--- src/rtl/pulse_hold_gate.sv ---
// pulse_hold_gate: per-channel data gate that forces a channel to IDLE_VALUE
// for HOLD_CYCLES cycles after each enable pulse.
//
// Ports:
//   clk        - single clock; all state updates on its rising edge
//   rst        - synchronous active-high reset; loads every hold counter
//   enable     - [CHANNELS] per-channel hold trigger (restarts the count)
//   release_i  - [CHANNELS] per-channel early cancel of an active hold
//   data       - [CHANNELS*WIDTH] input data, channel c at [c*WIDTH +: WIDTH]
//   data_o     - [CHANNELS*WIDTH] gated data, same packing as data
//   held_o     - [CHANNELS] bit c high while channel c is held
//   any_held_o - OR of held_o
module pulse_hold_gate #(
   parameter int               WIDTH       = 8,
   parameter int               CHANNELS    = 1,
   parameter int               HOLD_CYCLES = 1,
   parameter logic [WIDTH-1:0] IDLE_VALUE  = {WIDTH{1'b0}}
) (
   input  logic                      clk,
   input  logic                      rst,
   input  logic [CHANNELS-1:0]       enable,
   input  logic [CHANNELS-1:0]       release_i,
   input  logic [CHANNELS*WIDTH-1:0] data,
   output logic [CHANNELS*WIDTH-1:0] data_o,
   output logic [CHANNELS-1:0]       held_o,
   output logic                      any_held_o
);

   localparam int CW = $clog2(HOLD_CYCLES + 1);
   localparam logic [CW-1:0] HOLD_LD = CW'(HOLD_CYCLES);
   localparam logic [CW-1:0] ONE     = CW'(1);

   logic [CW-1:0] cnt_q [CHANNELS];
   logic [CW-1:0] cnt_d [CHANNELS];

   // Trigger beats cancel; a zero counter is absorbing, so no wrap.
   always_comb begin
      for (int c = 0; c < CHANNELS; c++) begin
         cnt_d[c] = cnt_q[c];
         if (enable[c]) begin
            cnt_d[c] = HOLD_LD;
         end else if (release_i[c]) begin
            cnt_d[c] = '0;
         end else if (cnt_q[c] != '0) begin
            cnt_d[c] = cnt_q[c] - ONE;
         end
      end
   end

   always_ff @(posedge clk) begin
      for (int c = 0; c < CHANNELS; c++) begin
         if (rst) begin
            cnt_q[c] <= HOLD_LD;
         end else begin
            cnt_q[c] <= cnt_d[c];
         end
      end
   end

   // Outputs decode registered state only; data path has zero latency.
   always_comb begin
      data_o = '0;
      held_o = '0;
      for (int c = 0; c < CHANNELS; c++) begin
         held_o[c] = (cnt_q[c] != '0);
         if (held_o[c]) begin
            data_o[c*WIDTH +: WIDTH] = IDLE_VALUE;
         end else begin
            data_o[c*WIDTH +: WIDTH] = data[c*WIDTH +: WIDTH];
         end
      end
      any_held_o = |held_o;
   end

endmodule

--- config.mk ---
export PLATFORM = sky130hd
export DESIGN_NAME = pulse_hold_gate
export DESIGN_NICKNAME = d
export VERILOG_FILES = /design/src/rtl/pulse_hold_gate.sv
export SDC_FILE = /design/constraint.sdc
export NUM_CORES = 1
export LEC_CHECK = 0
export ABC_AREA = 1
export CAP_MARGIN = 5
export CORE_AREA = 2 2 39 41
export CTS_CLUSTER_DIAMETER = 80
export CTS_CLUSTER_SIZE = 24
export DETAILED_ROUTE_END_ITERATION = 16
export DIE_AREA = 0 0 41 43
export PLACE_DENSITY = 0.4
export SYNTH_ARGS = -nofsm -noshare
export SYNTH_HDL_FRONTEND = slang
export SYNTH_SLANG_ARGS = --single-unit
--- constraint.sdc ---
create_clock -name clk -period 0.8 [get_ports clk]
set_clock_uncertainty 0.15 [all_clocks]
set_input_delay 0.12 -clock clk [delete_from_list [all_inputs] [get_ports clk]]
set_output_delay 0.12 -clock clk [all_outputs]
set_load 0.02 [all_outputs]
# Yosys cells after proc, flatten, opt, wreduce, memory -nomap -nowiden
# Memories as Yosys holds them, arrays and structs flattened.
# Cells that the tools add are included.
# W data, S select, Z words.
[word_totals]
register_bits = 0
ram_bits = 1
inputBits = 12
output_inout_bits = 10
elab_cells = 12
memories = 1
[classes]
n_addsub = 1
mux = 9
reduce_logical = 1
[memory_table]
columns = ["memory", "words", "word_bits", "read_ports", "rd_clocked_by_memory_dff", "wr", "line_no", "text"]
rows = [
  ["cnt_q", 1, 1, 1, 0, 1, "33", "logic [CW-1:0] cnt_q [CHANNELS];"],
]
[ops]
columns = ["operator", "count"]
rows = [
  ["$mux W1", 8],
  ["$mux W8", 1],
  ["$reduce_or A1 Y1", 1],
  ["$sub A1 B1 Y1 const B", 1],
]

# Depth between registers and ports, before layout
# Gate-level depths: netlist of run 1.
[depth]
word_depth = 5
ltp_mapped = 2
mapped_depth_nobuf = 2

# Worst setup path before layout of run 1
# Ideal clock, no wire load.
[synth_path]
path_kind = "register -> output"
start = "memory cnt_q[0] in the netlist's numbering"
end = "output port data_o[0]"
arrival_ns = 0.827
path_slack_ns = -0.297
path_stages_with_launch = 3
path_buffers = 1
cell_sequence = "dfxtp_1 > buf_6 > nor2_1"
[synth_via]
elab_chain_len = 2
[synth_lines]
columns = ["item", "line_no", "text"]
rows = [
  ["from (decl)", "33", ""],
  ["$mem_v2 Z1 W1", "--", ""],
  ["$mux W8", "66", "if (held_o[c]) begin"],
  ["to (decl)", "24", "output logic [CHANNELS*WIDTH-1:0] data_o,"],
]
# Every way passes these cells.

# Worst setup path in the final report of run 1
# Ends and elaborated chain as after synthesis.

==> metrics.md, run 1 <==
| Metric | Value |
|---|---|
| Wire per inst | `~7 um` |
| Status | `complete, but fails checks` |
| Starting Density | `0.0796` |
| CORE AREA | `1380 sq um` |
| Maxcap violations | `0` |
| Final WL | `418 um` |
| Final Non-Filler Cells | `59` |
| Via count | `201` |
| Yosys reg bits | `1` |
| Distinct cell type count after synthesis | `6` |
| Syn nets | `34` |
| Synthesized area per cell | `5.00 sq um` |
| Logic pwr share | `0.764` |
| Vias in the first global route | `193` |
| Worst Path Max Fanout | `6` |
| Unrepaired setup endpoints after global routing | `true` |
| Hold buffer count at CTS | `0` |
| Warnings from Yosys | `0` |
| Share of cells above drive strength 1 | `0.698` |
| Hold crit path type | `in -> reg` |
| Final min period | `943 ps` |
| Leak | `0.206 nW` |
| Ports | `22` |
| Final hold vios | `0` |
| GPL Wtd Cong | `0.551` |
| WP data arrival | `670 ps` |
| Crit-path max cell delay | `340 ps` |
| Failing checks | `negative setup slack` |
| Post-Syn Instances | `22` |
| Worst path cell trace | `buf_12, nor2_4, buf_6` |
| Full die area | `1760 sq um` |
| Fin. max-slew vios | `0` |
| Mapped Area | `110 sq um` |
| Sequential fraction of design power | `0.236` |
| Count of final setup violators | `10` |
| Multi-input gate area | `about 94 sq um` |
| Slowest CP cell | `dfxtp_4` |
| Setup WS post-layout | `-143 ps` |
| Crit Path Class | `reg -> out` |
| Drt drc | `0` |
| P_int | `147 uW` |
| Sw Share | `0.380` |
| Part of the Yosys area used for sequential elements | `0.182` |
| Startpoint types | `flip-flop` |
| CP required | `~530 ps` |
| Total grt overflow | `0` |
| Max Freq | `around 1.1 GHz` |
| Clock Pin Slew Worst Setup and Hold Paths | `0 ps` |
| Largest Register | `cnt_q` |
| Post-layout power | `roughly 240 uW` |
| Fillers | `157` |
| Largest net degree at the start of global routing | `7` |
| Clk pwr share | `0` |
| Placed insts | `56` |
| Die width | `between 40 and 50 um` |
| Rel. slew slack | `0.929` |
| Net count of the finished layout | `57` |
| Register area | `~24 sq um` |
| Hold_ws | `271 ps` |
| DIE HEIGHT | `43 um` |
| Max FFs per register | `1` |
| Total Neg Setup Slack | `-1250 ps` |
| Psw | `90.3 uW` |
| PortBufs | `20` |
| Antenna violations before repair | `0` |
| Rows | `14` |
| Starting DRC count in detailed routing | `0` |
| P per Cell Area | `between 500 and 600 nW/um^2` |
| HPWL Detailed | `378 um` |
| N_diodes | `0` |
| Number of routed nets with antenna violations | `0` |
| Global-route wire length before repair | `669 um` |
| Critical path capture point type | `output port` |
| GRT Resource Usage Total | `0.0500` |
| Synthesis-to-finish area growth | `270%` |
| Detailed Routing Iterations Pass 1 | `1` |
| Max rail drop VDD | `roughly 0.31 mV` |
| Regs by FF count | `cnt_q (1)` |
| Worst slew pin tran | `between 100 and 150 ps` |
| Routed vias/inst | `3.41` |
| Final worst-path cycle share | `1.18` |
-- layout make-up --
type                       count  share of cell area
inverter                      10              0.0920
multi-input combinational      9               0.230
sequential                     1              0.0583
tap                           16              0.0491
timing repair buffer          23               0.571
-- placed cells by master (no fill, tap or decap) --
master | netlist | routed
buf_12 | 0 | 1
inv_1 | 10 | 2
dlygate4sd2_1 | 0 | 10
inv_2 | 0 | 8
nand2_1 | 1 | 1
buf_2 | 0 | 1
buf_6 | 1 | 10
nor2_4 | 0 | 8
dfxtp_4 | 0 | 1
buf_4 | 1 | 1
-- path summary, 6_finish.rpt --
| kind | depth (start not counted) | slack [ps] | start | end |
|---|---|---|---|---|
| setup / recovery | 3 | -140 | cnt_q[0] | data_o[0] |
| hold / removal | 3 | 270 | enable | cnt_q[0] |
-- metal layers --
layer | vias up | track usage | share of wire
met5 | - | 0 | 0
met3 | 0 | 0.0105 | 0.18
met2 | 15 | 0.113 | 0.60
met4 | 0 | 0 | 0
li1 | 96 | - | -
met1 | 90 | 0.0381 | 0.22
-- critical path, delay by kind of cell, from the launching register on --
kind | cells | cell delay (ps)
DFF | 1 | 340
buffers and inverters | 2 | 250
and+or+nand+nor | 1 | 80
-- synthesized netlist by cell type (all sizes together) --
cell type  number  area share
inv            10        0.34
nor2            8        0.27
buf             2        0.17
dfxtp           1        0.18
nand2           1       0.034
-- kinds of logic (layout without fill, tap and decap cells) --
logic type             Yosys count  in the layout  synth area share
flip-flops                       1              1             0.182
AND/OR/NAND/NOR                  9              9             0.307
buffers and inverters           12             33             0.511
-- repair_timing --
item | CTS | global route
hold endpoints to repair | 0 | 0
setup endpoints to repair | 11 | 9
setup buffers | 2 | 1
pin swaps | 1 | 0
gates resized for setup | 75 | 2
-- per-stage QoR --
step | setup slack (ps) | utilization | area, sq um
CTS | -156 | 0.285 | 394
global route | -170 | 0.295 | 408
global placement | -788 | 0.271 | 375
finish | -143 | 0.295 | 408
floorplan | -118 | - | 183
detailed placement | -810 | 0.271 | 375
-- power groups by stage --
stage | sequential, mW | combinational (mW) | clock (mW)
2_1_floorplan | 0.0589 | 0.0895 | 0
3_3_place_gp | 0.0713 | 0.152 | 0
3_5_place_dp | 0.0717 | 0.155 | 0
4_1_cts | 0.0569 | 0.177 | 0
5_1_grt | 0.0568 | 0.196 | 0
6_report | 0.0562 | 0.181 | 0
(Power assumes the default switching activity.)
==> run 2, diff against run 1 <==
Settings changed: GPL_ROUTABILITY_DRIVEN set to 0.
==> results of run 2 <==
No change in the layout: final DEF, timing and power equal those of run 1.
